### src/rtl/wb_arbiter.sv
// Round-robin arbiter sharing the register-file write port between the
// U-type unit, the I/R ALU and the load unit; the winner is registered onto the port.
module wb_arbiter #(
    parameter int DATA_W = 32,
    parameter int ADDR_W = 5
) (
    input  logic              iCLK,
    input  logic              iRST,
    input  logic              iU_VALID,
    input  logic [ADDR_W-1:0] iU_RD,
    input  logic [DATA_W-1:0] iU_DATA,
    output logic              oU_READY,
    input  logic              iA_VALID,
    input  logic [ADDR_W-1:0] iA_RD,
    input  logic [DATA_W-1:0] iA_DATA,
    output logic              oA_READY,
    input  logic              iL_VALID,
    input  logic [ADDR_W-1:0] iL_RD,
    input  logic [DATA_W-1:0] iL_DATA,
    output logic              oL_READY,
    input  logic              iSTALL,
    output logic              oWE,
    output logic [ADDR_W-1:0] oWADDR,
    output logic [DATA_W-1:0] oWDATA,
    output logic [1:0]        oGNT,
    output logic              oBUSY
);

    logic [1:0]        r_last;
    logic              r_we;
    logic [ADDR_W-1:0] r_waddr;
    logic [DATA_W-1:0] r_wdata;

    logic [1:0]        w_win;
    logic              w_any;
    logic              w_multi;
    logic              w_grant;
    logic [ADDR_W-1:0] w_rd;
    logic [DATA_W-1:0] w_data;

    assign w_any   = iU_VALID | iA_VALID | iL_VALID;
    assign w_multi = (iU_VALID & iA_VALID) | (iA_VALID & iL_VALID) | (iU_VALID & iL_VALID);
    assign w_grant = !iRST && !iSTALL && w_any;

    // Priority order starts after the last winner; an illegal pointer of 3 behaves as 2.
    always_comb begin
        w_win = 2'd0;
        case (r_last)
            2'd0: begin
                if (iA_VALID)      w_win = 2'd1;
                else if (iL_VALID) w_win = 2'd2;
                else               w_win = 2'd0;
            end
            2'd1: begin
                if (iL_VALID)      w_win = 2'd2;
                else if (iU_VALID) w_win = 2'd0;
                else               w_win = 2'd1;
            end
            default: begin
                if (iU_VALID)      w_win = 2'd0;
                else if (iA_VALID) w_win = 2'd1;
                else               w_win = 2'd2;
            end
        endcase
    end

    always_comb begin
        w_rd   = iU_RD;
        w_data = iU_DATA;
        case (w_win)
            2'd1: begin
                w_rd   = iA_RD;
                w_data = iA_DATA;
            end
            2'd2: begin
                w_rd   = iL_RD;
                w_data = iL_DATA;
            end
            default: begin
                w_rd   = iU_RD;
                w_data = iU_DATA;
            end
        endcase
    end

    assign oU_READY = w_grant && (w_win == 2'd0);
    assign oA_READY = w_grant && (w_win == 2'd1);
    assign oL_READY = w_grant && (w_win == 2'd2);
    assign oBUSY    = (w_any && !w_grant) || w_multi;

    always_ff @(posedge iCLK) begin
        if (iRST) begin
            r_last  <= 2'd2;
            r_we    <= 1'b0;
            r_waddr <= '0;
            r_wdata <= '0;
        end else if (w_grant) begin
            r_last  <= w_win;
            r_we    <= (w_rd != '0);
            r_waddr <= w_rd;
            r_wdata <= w_data;
        end else begin
            r_we    <= 1'b0;
        end
    end

    assign oWE    = r_we;
    assign oWADDR = r_waddr;
    assign oWDATA = r_wdata;
    assign oGNT   = r_last;

endmodule

### config.mk
export PLATFORM = sky130hd
export DESIGN_NAME = wb_arbiter
export DESIGN_NICKNAME = d
export VERILOG_FILES = /design/src/rtl/wb_arbiter.sv
export SDC_FILE = /design/constraint.sdc
export NUM_CORES = 1
export LEC_CHECK = 0
export CELL_PAD_IN_SITES_DETAIL_PLACEMENT = 1
export CELL_PAD_IN_SITES_GLOBAL_PLACEMENT = 2
export CORE_ASPECT_RATIO = 1.5
export CORE_UTILIZATION = 19
export CTS_BUF_LIST = sky130_fd_sc_hd__clkbuf_4
export DETAILED_ROUTE_END_ITERATION = 10
export PLACE_DENSITY_LB_ADDON = 0.1
export RECOVER_POWER = 25
export SKIP_LAST_GASP = 1
export SLEW_MARGIN = 25
export SYNTH_ARGS = -nofsm -noshare
export SYNTH_HDL_FRONTEND = slang
export SYNTH_SLANG_ARGS = --single-unit
### constraint.sdc
create_clock -name iCLK -period 2.8 [get_ports iCLK]
set_input_delay 0.28 -clock iCLK [delete_from_list [all_inputs] [get_ports iCLK]]
set_output_delay 0.28 -clock iCLK [all_outputs]
set_load 0.005 [all_outputs]
After elaboration in Yosys (flattened, before gate mapping)
Cells that the tools add are included.

word-level totals
  bits in registers = 40
  output and inout port bits = 44
  input port bits = 117
  word-level logic and storage cells = 38

operators by class
  equal/unequal tests = 3
  reduce and logical (&&, ||, !) cells = 14
  mux-type cells = 9
  bitwise operators = 8

operators with widths
  kind                                           count
  one-hot mux 32 bit (2 select lines)            1
  two-way mux 2 bit                              5
  one-hot mux 5 bit (2 select lines)             1
  logical AND 1 bit                              6
  nonzero test 5 bit                             1
  == test 2 x 1 -> 1 bit, second input constant  2
  zero test 2 bit                                2
  OR 1 bit                                       4
  one-hot mux 2 bit (2 select lines)             1
  bitwise AND 1 bit                              3
  zero test 1 bit                                3
  == test 2 bit, second input constant           1
  OR reduction 2 bit                             1
  logical OR 1 bit                               1
  two-way mux 1 bit                              1
  NOT 1 bit                                      1

Logic depth before layout (Yosys ltp)
Gate-level depths: netlist (run 1).

  word-level depth = 6
  mapped depth = 11
  depth with buffers taken out = 9

Worst setup path after synthesis (run 1)
No wires, ideal clock.

  kind = register -> register
  start point = register r_last[0], in the netlist oGNT[0]
  end point = register r_wdata[24], in the netlist oWDATA[24]
  path buffers = 3
  period minus slack after synthesis = 1.850 ns
  stages on the path, launching flop included = 11
  setup time = 0.123 ns
  arrival time = 1.727 ns
  data required time = 2.677 ns
  path slack = 0.950 ns
  path through = dfxtp_1 -> nor2b_1 -> a21oi_1 -> o22a_1 -> ha_1 -> buf_2 -> buf_2 -> buf_2 -> nand2_1 -> o21ai_0 -> o21ai_0

between the ends
  word-level cells in the longest chain between the ends = 4
  elaborated cells on any way between the ends = 6
  classes of those cells = eq/ne: 3; mux: 2; reduce/logical: 1

RTL lines
  element                                                    RTL line  source
  start: declaration                                         29        logic [1:0] r_last;
  start signal: assignment                                   98        r_last <= w_win;
  == test 2 x 1 -> 1 bit or zero test 2 bit (tied branches)  48        case (r_last)
  one-hot mux 2 bit (2 select lines) (*)                     48
  == test 2 bit or == test 2 x 1 -> 1 bit (tied branches)    70        case (w_win)
  one-hot mux 32 bit (2 select lines) (*)                    70
  end signal: assignment                                     101       r_wdata <= w_data;
  end: declaration                                           32        logic [DATA_W-1:0] r_wdata;

Mark *: on every way between the ends. The rest lies on a longest branch, timed or not.
A chain may end at the register's enable or synchronous reset.

Worst setup path after layout (run 1)
  start point = input port iL_VALID
  end point = output port oL_READY

between the ends
  word-level cells in the longest chain between the ends = 5
  elaborated cells on any way between the ends = 8
  classes of those cells = eq/ne: 1; mux: 4; bitwise: 1; reduce/logical: 2

RTL lines
  element                             RTL line  source
  start: declaration                  17        input logic iL_VALID,
  two-way mux 2 bit                   51        else if (iL_VALID) w_win = 2'd2;
  two-way mux 2 bit                   50        if (iA_VALID) w_win = 2'd1;
  one-hot mux 2 bit (2 select lines)  48
  == test 2 bit                       88        assign oL_READY = w_grant && (w_win == 2'd2);
  logical AND 1 bit (*)               88
  end: declaration                    20        output logic oL_READY,

Marks and branches as above.

==> metrics, run 1 <==
clock buffer count from CTS=5; unrepaired setup endpoints after global routing=no; status=finished clean; top cell type by total area after synthesis=dfxtp_1; Hold Path Class=reg -> reg; most area-consuming cells after synthesis=dfxtp_1, o21ai_0, nand3b_1; Tcrit/Tclk final=between 90% and 100%; relative slew slack=between 70% and 80%; initial antenna violation count=1; adder-cell share of the synthesized area=under 10%; Metal-1 WL=around 3400 um; Ports=~160; CP max stage delay=about 580 ps; simple-gate share of the synthesized area=about a fifth; fin. max-slew vios=0; Async SR Flop Fraction=0%; CP Depth=8; cell family with most CP delay=buffers and inverters; setup tns final=0 ps; maximum vdd drop=approximately 0.15 mV; CP Buf/Inv Count=3; EDFF count, synth=0; CP max FO=5; Skew-Pair Late Insertion Delay=360 ps; Vias=~2600; fin nets=between 500 and 600; synthesized area=between 0.002 and 0.0025 mm^2; GR Overflow Total=0; core box area=~0.011 mm^2; CTS tree=built; pin count of the biggest net entering global routing=49; clk sink count=40; metal2 WL=4197 um; Crit-path slowest cell=clkdlybuf4s50_1; most common cell in the netlist=o21ai_0; Highest Signal Layer=met4; number of synthesis warnings=0; xor/xnor share of the synthesized area=0%; Vias/cell=~4.5; syn nets=402; Root Driver=clkbuf_4; number of max-cap violations=0; WL met3=643 um; placed insts=~580; Routed WL=8397 um; top cells by count, synth=o21ai_0, dfxtp_1, nand3b_1, nand2_1, a22oi_1; Post-Route Skew=15.35 ps; static leakage=between 0.001 and 0.0015 uW; first-pass GRT wire length=about 14000 um; Worst Path Arrival=2260 ps; Final Hold Fails=0; Avg Inst Size Synth=between 7 and 8 um^2; crit path time final=between 2000 and 3000 ps; Area Growth Syn to Fin=79.26%; GRT Total Usage=roughly 14%; post-cts resize count=0; GP Congestion=between 0.6 and 0.7; initial drt markers=between 50 and 60; startpoint class of the critical path=primary input; critical path type=in -> out; fin cells=slightly below 600; # fillers=around 1400; DIE WIDTH=90.50 um; P per Cell Area=417.8 mW/mm^2; Worst setup EP type=output port; worst-path cell chain=clkdlybuf4s50_1 > nor2_1 > a21oi_1 > o22a_1 > ha_1 > inv_1 > nor2_1 > clkdlybuf4s50_1; IO Port Bufs=160; drt pass-1 iters=4; H-tree levels=2; mux cell area share after synthesis=approximately 1.3%; # DRC=0; Worst Tran Pin Value=437.0 ps; wire per inst=~14 um; Setup violations, final=0; Cells after Synth=~280; clk buf depth=2; Routed Antenna Nets=0; full die area=between 0.01 and 0.015 mm^2; num rows=between 40 and 50; Seq cells post-synth=40; detailed placement HPWL=about 6400 um; Compound-Gate Fraction of Synth Area=roughly a third; WHS Path Cells=2; Netlist cell types=27; Setup Buffers After CTS=0; via count of the first global-routing pass=roughly 2800; Reg2Reg Depth=7; Starting Density=19.46%; largest family of logic cells by synthesized area=compound AO/OA/AOI/OAI gates; area share of the largest cell type after synthesis=35.87%; Critical Path RT=about 2500 ps; Seq/Total Area, Yosys=a little over a third; Peak Freq=around 390 MHz; layout cell share with drive strength beyond 1=under 10%; die span in y=around 130 um; Clk pin slew, worst setup/hold paths=120 ps; Synth Flop Type=dfxtp_1; CTS Hold Buffers Added=0
## layout make-up
class	instances	area, um^2	area share (%)
sequential	40	800.8	20.01
clock inverter	2	12.51	0.3127
timing repair buffer	171	1684	42.09
inverter	5	18.77	0.4690
multi-input combinational	209	1257	31.43
antenna	1	2.502	0.06254
clock buffer	5	37.54	0.9381
tap	150	187.7	4.690
## per-stage QoR
step | cell area, um^2 | total power [uW] | worst slack (ps) | hold WS, ps | utilization [%]
floorplan | 2232 | 1009 | 950.2 | 461.1 | -
global placement | 3949 | 1414 | 228.2 | 465.8 | 34.42
detailed placement | 3949 | 1424 | 148.5 | 469.0 | 34.42
CTS | 3999 | 1745 | 221.5 | 493.7 | 34.86
global route | 4001 | 1826 | 60.11 | 510.3 | 34.88
finish | 4001 | 1672 | 256.0 | 486.0 | 34.88
## layer usage
metal,track usage [%],vias up
met5,0,-
met4,4.301,0
met3,4.561,7
met2,25.59,99
met1,15.67,1204
li1,-,1321
## logic make-up after synthesis
| group | after synthesis |
|---|---|
| AOI/OAI and AO/OA | 116 |
| and+or+nand+nor | 86 |
| DFF | 40 |
| buffers and inverters | 33 |
| adders and majority gates | 4 |
| muxes | 3 |
## worst paths after layout
check / start / end / slack, ps
worst max register to register: oGNT[1] / oWADDR[4] / 720
worst max-delay path: iL_VALID / oL_READY / 260
worst min register to register: oWDATA[5] / oWDATA[5] / 490
worst min-delay path: oWDATA[5] / oWDATA[5] / 490
## sequential cells by signal, summed over array words and instances (netlist names)
| register | count |
|---|---|
| oGNT | 2 |
| oWADDR | 5 |
| oWDATA | 32 |
| oWE | 1 |
## power by group
part | switching [uW] | total, uW | leakage [uW] | internal [uW]
logic | 299 | 694 | 0.00112 | 395
clock network | 207 | 298 | 0.0000271 | 91.8
registers | 36.1 | 680 | 0.000330 | 643
## worst min-delay path, delay by kind of cell, from the launching register on
kind,cells,cell delay [ps]
simple gates,1,70
compound gates,1,50
flops,1,330
## placed cells by master, fill, tap and decap left out, drive strengths merged, types with 3 or more instances in the layout
master / Yosys / final
ha: 3 / 3
o21ai: 72 / 72
a21oi: 3 / 3
inv: 5 / 5
nand3b: 38 / 38
clkbuf: 10 / 5
a22oi: 34 / 34
a22o: 3 / 3
nand2: 35 / 35
nor2: 9 / 9
dfxtp: 40 / 40
clkdlybuf4s50: 0 / 139
buf: 18 / 11
dlygate4sd3: 0 / 21
mux2i: 3 / 3
(Power assumes the default switching activity.)
==> inputs of run 2 (changes only) <==
Settings changed: SETUP_SLACK_MARGIN set to 0.02.
==> results of run 2 <==
Same layout as run 1: the final DEF is identical, and so are final timing and power.
==> inputs of run 3 (changes only) <==
Settings changed: CORE_UTILIZATION 19 to 30, DONT_BUFFER_PORTS set to 1.
==> run 3 against run 2 <==
Net effect: total power decreased by 19%; clock power shrank 2%; critical path type is now reg -> out; critical path depth down 1; non-clock buffer count shrank 165; worst hold slack lost 400 ps; critical endpoint unchanged; worst setup slack gained 150 ps; sequential cell count unchanged; via count shrank 24%; largest power group is now registers; maximum frequency grew 6.1%; global-route usage grew 1.8 points.
==> metrics, run 3 (synthesis results as in run 1) <==
status=finished clean; first-pass GRT wire length=9446 um (-32%); Place WS=457.6 ps (+309.2 ps); relative slew slack=68.99% (-1.9 points); die span in y=107.6 um (-20%); Clock Power Share=21.6% (+3.7 points); CP max FO=17 (+12); Hold Path Class=in -> reg; placed insts=360 (-37%); fin nets=387 (-30%); H-tree levels=2 (unchanged); clock buffer count from CTS=5 (unchanged); critical path type=reg -> out; Setup violations, final=0 (unchanged); Tcrit/Tclk final=85.60% (-5.3 points); Peak Freq=417.2 MHz (+6.1%); DIE WIDTH=72.43 um (-20%); CP Buf/Inv Count=2 (-1); R2R setup slack=490 ps (-230 ps); Critical Path RT=2520 ps (about the same); post-layout util=32.01% (-2.9 points); # diodes=0 (-1); commonest cells after routing, fill and taps aside=o21ai_0, dfxtp_1, nand3b_1; pin count of the biggest net entering global routing=83 (+69%); number of max-cap violations=0 (unchanged); Combinational Power Share=26.6% (-15 points); unrepaired setup endpoints after global routing=no; cell family with most CP delay=adder cells; Sw Ratio=35.13% (+2.7 points); Skew-Pair Late Insertion Delay=360 ps (about the same); drt pass-1 iters=4 (unchanged); maximum vdd drop=0.3094 mV (+100%); setup tns final=0 ps (unchanged); Post-Route Skew=10.82 ps (-4.532 ps); GP Congestion=0.6978 (+0.87%); Starting Density=30.89% (+11 points); M3 GR Usage=6.742% (+2.2 points); Area Growth Syn to Fin=3.644%; Final Hold Fails=0 (unchanged); static leakage=0.0007989 uW (-46%); full die area=0.007797 mm^2 (-36%); wire per inst=17.29 um (+20%); worst-path cell chain=nor2b_1 > a21oi_1 > o22a_1 > ha_2 > buf_4 > inv_1 > nor2_1; global-route track usage on met2=27.10% (+1.5 points); Crit-path slowest cell=ha_2; CTS Hold Buffers Added=0 (unchanged); num rows=38 (-21%); GRT Total Usage=16.01% (+1.8 points); fin cells=368 (-37%); P_sw=478.1 uW (-12%); GR Overflow Total=0 (unchanged); Vias/cell=5.451 (+21%); area of the multi-input gates=0.001260 mm^2 (+0.20%); Vias=2006 (-24%); crit path time final=2397 ps (-147.3 ps); Worst setup EP type=output port; detailed placement HPWL=4541 um (-30%); clk sink count=40 (unchanged); Clk pin slew, worst setup/hold paths=130 ps (about the same); CTS tree=built; grt peak-use layer=met2; core box area=0.007227 mm^2 (-37%); layout cell share with drive strength beyond 1=6.343% (+1.5 points); Pint=882.9 uW (-22%); # DRC=0 (unchanged); # fillers=906 (-34%); via count of the first global-routing pass=1830 (-34%); Root Driver=clkbuf_4; Worst Path Arrival=2120 ps (-140 ps); Largest register FFs=32 (unchanged); Ports=161 (unchanged); startpoint class of the critical path=flip-flop; initial antenna violation count=0 (-1); sequential share of power=51.9% (+11 points); register area=800.8 um^2 (unchanged); Routed WL=6362 um (-24%); CP max stage delay=430 ps (-150 ps); commonest non-fill, non-tap cell in the layout=o21ai_0; Worst Tran Pin Value=465.2 ps (+28.18 ps); IO Port Bufs=0 (-100%); fin. max-slew vios=0 (unchanged); Routed Antenna Nets=0 (unchanged); initial drt markers=71 (+29%); worst setup margin=403.3 ps (+147.3 ps); met1 usage=17.31% (+1.6 points); P per Cell Area=588.3 mW/mm^2 (+41%); clk buf depth=2 (unchanged)
-- run 3: worst paths after layout --
kind                            startpoint   endpoint  depth (start not counted)
worst min register to register   oWDATA[0]  oWDATA[0]                          2
worst max register to register     oGNT[0]        oWE                         10
worst max-delay path               oGNT[0]   oL_READY                          7
worst min-delay path                  iRST  oWDATA[0]                          2
-- run 3: metrics by stage --
step                total power, uW  cell area [um^2]  hold WS [ps]
floorplan                      1009              2232         461.1
global placement               1083              2260         458.8
detailed placement             1091              2260         461.6
CTS                            1395              2311         51.58
global route                   1477              2313         68.38
finish                         1361              2313         82.81
-- run 3: metal layers --
layer  share of wire [%]  vias up  wire length (um)
met5                   0        -                 0
met4                 1.8        0               117
met3                  10        7               639
met2                  49       99              3147
met1                  39      903              2458
li1                    -      997                 -
-- run 3: final cells by class --
| cell class | count | area share (%) |
|---|---|---|
| Sequential cell | 40 | 34.61 |
| Multi-Input combinational cell | 209 | 54.46 |
| Tap cell | 100 | 5.408 |
| Clock inverter | 3 | 0.5949 |
| Clock buffer | 5 | 1.622 |
| Timing Repair Buffer | 6 | 2.488 |
| Inverter | 5 | 0.8112 |
-- run 3: power by group through the flow --
stage | combinational [uW] | clock (uW) | sequential, uW
6_report | 362 | 293 | 706
5_1_grt | 422 | 338 | 717
4_1_cts | 370 | 316 | 709
3_5_place_dp | 369 | 0 | 722
3_3_place_gp | 362 | 0 | 722
2_1_floorplan | 309 | 0 | 700
-- run 3: repair_timing --
action,CTS,global route
setup buffers,0,0
endpoints found under the setup margin,0,1
resized for setup,0,1
